$ cat src/rtl/tft_frame_decoder.sv
// Loopback monitor for the TFT pixel stream: rebuilds active coordinates, checks
// line/frame geometry and decodes the Gomoku board sampled at every grid intersection.
module tft_frame_decoder #(
   parameter int H_ACTIVE = 800,
   parameter int V_ACTIVE = 480,
   parameter int GRID     = 10,
   parameter int PITCH    = 40,
   parameter int X0       = 245,
   parameter int Y0       = 65
) (
   input  logic                     clk,
   input  logic                     rst,
   input  logic                     den,
   input  logic                     hsync,
   input  logic                     vsync,
   input  logic [7:0]               R,
   input  logic [7:0]               G,
   input  logic [7:0]               B,
   input  logic                     err_clr,
   output logic [GRID*GRID*2-1:0]   board_out,
   output logic [7:0]               cursor_pos,
   output logic                     cursor_seen,
   output logic                     frame_valid,
   output logic [15:0]              frame_count,
   output logic                     line_err,
   output logic                     frame_err
);

   localparam logic [10:0] H_L   = 11'(H_ACTIVE);
   localparam logic [9:0]  V_L   = 10'(V_ACTIVE);
   localparam logic [10:0] X0_L  = 11'(X0);
   localparam logic [9:0]  Y0_L  = 10'(Y0);
   localparam logic [10:0] PX_L  = 11'(PITCH);
   localparam logic [9:0]  PY_L  = 10'(PITCH);
   localparam logic [7:0]  G_L   = 8'(GRID);

   typedef enum logic {S_ARM, S_RUN} state_t;

   state_t                  r_state;
   logic                    r_den_q;
   logic                    r_vs_q;
   logic [10:0]             r_x;
   logic [9:0]              r_y;
   logic [10:0]             r_next_x;
   logic [9:0]              r_next_y;
   logic [7:0]              r_col;
   logic [7:0]              r_row;
   logic [7:0]              r_row_base;
   logic [GRID*GRID*2-1:0]  r_shadow;
   logic [7:0]              r_cidx;
   logic                    r_cflag;
   logic                    r_bad;
   logic [GRID*GRID*2-1:0]  r_board;
   logic [7:0]              r_cursor_pos;
   logic                    r_cursor_seen;
   logic                    r_frame_valid;
   logic [15:0]             r_frame_count;
   logic                    r_line_err;
   logic                    r_frame_err;

   logic                    w_den_fall;
   logic                    w_vs_fall;
   logic                    w_row_hit;
   logic                    w_sample;
   logic                    w_line_bad;
   logic [7:0]              w_cell_idx;
   logic [1:0]              w_code;
   logic                    w_is_cursor;
   logic                    w_unused_hsync;

   assign w_unused_hsync = hsync;
   assign w_den_fall     = r_den_q & ~den;
   assign w_vs_fall      = r_vs_q & ~vsync;
   assign w_row_hit      = (r_y == r_next_y) && (r_row < G_L);
   assign w_sample       = den && w_row_hit && (r_x == r_next_x) && (r_col < G_L);
   assign w_line_bad     = w_den_fall && (r_x != H_L);
   assign w_cell_idx     = r_row_base + r_col;

   always_comb begin
      w_code      = 2'b00;
      w_is_cursor = 1'b0;
      case ({R, G, B})
         24'hFFFFFF: w_code      = 2'b11;
         24'h000000: w_code      = 2'b10;
         24'h0000FF: w_is_cursor = 1'b1;
         default:    w_code      = 2'b00;
      endcase
   end

   always_ff @(posedge clk or posedge rst) begin
      if (rst) begin
         r_state       <= S_ARM;
         r_den_q       <= 1'b0;
         r_vs_q        <= 1'b0;
         r_x           <= '0;
         r_y           <= '0;
         r_next_x      <= X0_L;
         r_next_y      <= Y0_L;
         r_col         <= '0;
         r_row         <= '0;
         r_row_base    <= '0;
         r_shadow      <= '0;
         r_cidx        <= '0;
         r_cflag       <= 1'b0;
         r_bad         <= 1'b0;
         r_board       <= '0;
         r_cursor_pos  <= '0;
         r_cursor_seen <= 1'b0;
         r_frame_valid <= 1'b0;
         r_frame_count <= '0;
         r_line_err    <= 1'b0;
         r_frame_err   <= 1'b0;
      end else begin
         r_den_q       <= den;
         r_vs_q        <= vsync;
         r_frame_valid <= 1'b0;

         if (den) r_x <= r_x + 11'd1;
         else     r_x <= '0;

         if (w_den_fall) r_y <= r_y + 10'd1;

         // Incremental intersection trackers replace X0+col*PITCH / Y0+row*PITCH.
         if (w_sample) begin
            r_next_x <= r_next_x + PX_L;
            r_col    <= r_col + 8'd1;
            for (int unsigned k = 0; k < GRID*GRID; k++) begin
               if (w_cell_idx == 8'(k)) r_shadow[2*k +: 2] <= w_code;
            end
            if (w_is_cursor) begin
               r_cidx  <= w_cell_idx;
               r_cflag <= 1'b1;
            end
         end

         if (w_den_fall) begin
            r_next_x <= X0_L;
            r_col    <= '0;
            if (w_row_hit) begin
               r_next_y   <= r_next_y + PY_L;
               r_row      <= r_row + 8'd1;
               r_row_base <= r_row_base + G_L;
            end
         end

         if (w_line_bad) r_bad <= 1'b1;

         if (err_clr) begin
            r_line_err  <= 1'b0;
            r_frame_err <= 1'b0;
         end
         if (w_line_bad) r_line_err <= 1'b1;

         // A line error closing on the vsync-fall cycle still spoils this frame.
         if (w_vs_fall) begin
            if (r_state == S_RUN) begin
               if (r_y != V_L) begin
                  r_frame_err <= 1'b1;
               end else if (!(r_bad || w_line_bad)) begin
                  r_board       <= r_shadow;
                  r_cursor_pos  <= r_cidx;
                  r_cursor_seen <= r_cflag;
                  r_frame_valid <= 1'b1;
                  r_frame_count <= r_frame_count + 16'd1;
               end
            end
            r_state    <= S_RUN;
            r_y        <= '0;
            r_cflag    <= 1'b0;
            r_bad      <= 1'b0;
            r_next_x   <= X0_L;
            r_next_y   <= Y0_L;
            r_col      <= '0;
            r_row      <= '0;
            r_row_base <= '0;
         end
      end
   end

   assign board_out   = r_board;
   assign cursor_pos  = r_cursor_pos;
   assign cursor_seen = r_cursor_seen;
   assign frame_valid = r_frame_valid;
   assign frame_count = r_frame_count;
   assign line_err    = r_line_err;
   assign frame_err   = r_frame_err;

endmodule

$ cat config.mk
export PLATFORM = sky130hd
export DESIGN_NAME = tft_frame_decoder
export DESIGN_NICKNAME = d
export VERILOG_FILES = /design/src/rtl/tft_frame_decoder.sv
export SDC_FILE = /design/constraint.sdc
export NUM_CORES = 1
export LEC_CHECK = 0
export CORE_UTILIZATION = 56
export DETAILED_ROUTE_END_ITERATION = 12
export HOLD_SLACK_MARGIN = 0.05
export PLACE_DENSITY = 0.77
export SLEW_MARGIN = 0
export SYNTH_ARGS = -nofsm -noshare
export SYNTH_HDL_FRONTEND = slang
export SYNTH_SLANG_ARGS = --single-unit
$ cat constraint.sdc
create_clock -name clk -period 23.9 [get_ports clk]
set_input_delay 4.78 -clock clk [delete_from_list [all_inputs] [get_ports clk]]
set_output_delay 4.78 -clock clk [all_outputs]
set_load 0.005 [all_outputs]
==> flow_summary.yaml <==
run_status:
  outcome: "complete, no violations"
synthesis:
  synth_top_area_cell: "dfrtp_1"
  ys_types: 64
  syn_inst: 1493
  ys_seq_elements: 502
  ys_async_sr_fraction_pct: 100.0
  seq_area_frac_synth_pct: 58.74
  synth_top_area_share_pct: 57.88
  syn_area_mm2: 0.02140
  synth_nets: 1539
  ys_warn_count: 0
  ys.flop_type: "dfrtp_1"
  synth_edf_count: 0
  synth_top_cells_by_area: "dfrtp_1 58%, mux2_2 17%, mux2_1 4.6%"
  syn_avg_cell_area_um2: 14.33
power:
  p_per_area_mw_per_mm2: 63.72
  p_total_w: 0.001650
  leakage_nw: 12.02
  vdd_drop_max_v: 0.00004767
global_route:
  grt_pass1_wl_mm: 76.03
  grt_max_degree: 144
  grt_overflow: 0
  grt_use_met2_pct: 42.41
  first_global_vias: 13180
  grt_busiest_layer: "met2"
  grt_use_met3_pct: 3.927
  grt.met1_usage_pct: 33.97
  grt_usage_pct: 25.52
  antenna_found_initial: 0
finish:
  diodes: 0
  final_nets: 1778
  syn_to_final_growth_pct: 20.95
  fin_cells: 2279
  final_area_mm2: 0.02588
  final_layout_size_suffix_gt1_share_pct: 30.03
  fillers: 2673
  seq_area_mm2: 0.01257
  multi_input_area_mm2: 0.008320
timing:
  post-route-period-util_pct: 35.21
  finalHoldViolations: 0
  fmax_ghz: 0.1188
  skew_ns: 0.02682
  slew_viol_final: 0
  worst_pin_slew_ns: 1.119
  min_period_ns: 8.414
  setup-violations-final: 0
  tns_ns: 0
  holdWs_ns: 0.4669
  max_slew_margin_pct: 25.39
  rsz0062_at_grt: "false"
worst_setup_path:
  cp_cell_sequence: "clkdlybuf4s50_1, nand2b_1, a31oi_1, nor4b_4, buf_4, buf_4, nand4_1, nor3_1, xor2_1"
  critPathMaxStageDelay_ns: 0.97
  worst_setup_path_end_kind: "flop"
  path_max_fanout: 86
  cpLargestDelayFamily: "buffers and inverters"
  cp.arrival_ns: 8.90
  critPathRequiredTime_ns: 24.39
  worst_setup_path_start_kind: "primary input"
  reg2reg_setup_slack_ns: 19.63
  path_class: "primary input to flop"
  reg2reg_from: "r_y[0]"
  slowest_stage: "buf_4"
  cpMostUsedCell: "buf_4"
  critPathBufInv: 3
  crit_start: "den"
routing:
  vias: 12710
  viasPerCell: 5.576
  ant_nets: 0
  drc: 0
  routed_wl_mm: 48.11
  drt_iter0_drc: 529
  wl_per_cell_um: 21.11
  firstDrtPassIters: 5
clock_tree:
  post-cts-setup-buffers: 0
  root_buffer: "clkbuf_16"
  cts_max_path_buffers: 3
  clock_latency_ns: 0.59
  cts_resized: 0
  htree_num_levels: 2
  cts.sinks: 502
  numCtsBuffers: 48
  cts_hold_buf: 0
  cts_tree: "yes"
  clkTransAtPathRegs_ns: 0.06
placement:
  gp_congestion: 0.8353
  placed_area_mm2: 0.02428
  hpwl_mm: 30.61
  port_buffers: 256
  dp.cells: 2193
floorplan:
  initial_utilization_pct: 56.82
  core_mm2: 0.03767
  pin_count: 258
  fp.dieH_um: 197.5
  num_rows: 71
  fp.dieW_um: 197.5
  die_area_mm2: 0.03900
worst_hold_path:
  hp-start: "frame_count[15]"
  min_path_type: "flop to flop"
run:
  maxCapViolCount: 0
==> cell type report <==
| class | instances | area share [%] |
|---|---|---|
| inverters | 10 | 0.1740 |
| multi-input cells | 895 | 32.14 |
| well taps | 511 | 2.470 |
| clock buffers | 77 | 5.883 |
| flip-flops and latches | 502 | 48.56 |
| repair buffers | 275 | 10.45 |
| clock inverters | 9 | 0.3142 |
==> cell usage in the layout (no fill, tap or decap), types with 3 or more instances in the layout <==
| cell type | instances |
|---|---|
| clkinv_2 | 7 |
| or3_1 | 10 |
| nor4_4 | 11 |
| nor3_2 | 62 |
| and2_1 | 17 |
| mux2_2 | 328 |
| clkbuf_8 | 17 |
| nor4_2 | 7 |
| nand4_1 | 30 |
| mux2_1 | 88 |
| nand2b_1 | 13 |
| dfstp_2 | 7 |
| mux2i_1 | 6 |
| o21a_1 | 4 |
| clkbuf_16 | 50 |
| clkdlybuf4s50_1 | 256 |
| and3_1 | 14 |
| dfrtp_1 | 495 |
| inv_1 | 9 |
| o21ai_0 | 15 |
| xor2_1 | 25 |
| buf_4 | 19 |
| nor2b_1 | 4 |
| clkbuf_1 | 10 |
| nand3b_1 | 4 |
| nor3_1 | 31 |
| nand2_1 | 46 |
| or2_2 | 3 |
| nand3_1 | 17 |
| nor4_1 | 8 |
| nor2_1 | 39 |
| a21o_1 | 3 |
| ha_1 | 16 |
| a21oi_1 | 15 |
| xnor2_1 | 42 |
==> where the power goes <==
| group | internal (W) | leakage, nW | switching [W] |
|---|---|---|---|
| clock | 0.000445 | 0.799 | 0.000320 |
| combinational | 0.00000811 | 4.26 | 0.0000225 |
| sequential | 0.000851 | 6.97 | 0.00000213 |
| total | 0.00131 | 12.0 | 0.000344 |
==> sequential cells by signal (all words and copies together), names as in the netlist, 7 cells and up <==
register / count
r_x: 11
board_out: 200
r_next_x: 9
r_y: 10
r_cidx: 8
r_row: 8
cursor_pos: 8
r_col: 8
r_shadow: 200
r_row_base: 7
frame_count: 16
r_next_y: 8
==> cell families (layout without fill, tap and decap cells) <==
family                     Yosys count  in the layout  synth area share [%]
muxes                              422            422                 22.17
DFF                                502            502                 58.74
adders and majority gates           16             16                0.9354
buffers and inverters               96            371                 2.561
AOI/OAI and AO/OA                   54             54                 1.883
and+or+nand+nor                    334            334                 10.82
xor gates and xnor gates            69             69                 2.894
==> worst reg2reg max path, cell delays in order (launching register included) <==
cell,delay (ns)
dfrtp_1,0.45
inv_1,0.11
ha_1,0.14
or4b_1,0.44
nor3_1,0.28
nor4b_4,0.25
buf_4,0.68
buf_4,0.99
nand4_1,0.39
nor3_1,0.31
xor2_1,0.17
==> worst paths after layout <==
kind / endpoint / depth (start not counted)
setup / recovery: frame_count[15] / 9
hold / removal: frame_count[15] / 1
setup reg to reg: frame_count[15] / 10
hold reg to reg: frame_count[15] / 1
max in group asynchronous: r_shadow[43] / 4
min in group asynchronous: r_shadow[165] / 2
==> metrics by stage <==
step | utilization (%) | setup WS, ns
final | 68.72 | 15.49
after floorplan | - | 5.115
after global placement | 64.46 | 14.89
after detailed placement | 64.46 | 14.78
after CTS | 68.72 | 15.36
after global routing | 68.72 | 15.03
==> cells in the mapped netlist, drive strengths merged (2+ instances only) <==
cell	instances
nand2	47
mux2	416
o21a	4
nand2b	13
o21ai	15
nand3b	4
or4	2
xnor2	44
nand3	18
nand4	30
nor2	40
nor4	26
or2	4
o31ai	2
ha	16
a21oi	17
nor3	95
nor4bb	2
nor2b	5
clkbuf	35
and2	17
buf	51
dfstp	7
xor2	25
or3	10
inv	10
dfrtp	495
or3b	2
and3	14
a21o	3
mux2i	6
==> routing by layer <==
metal,vias to the layer above,routed length (µm),share of wire [%]
met2,253,23800,49
met1,6568,20880,43
met4,0,1543,3.2
li1,5799,-,-
met5,-,0,0
met3,87,1894,3.9
Note: power is estimated with default switching activity, not from simulation.
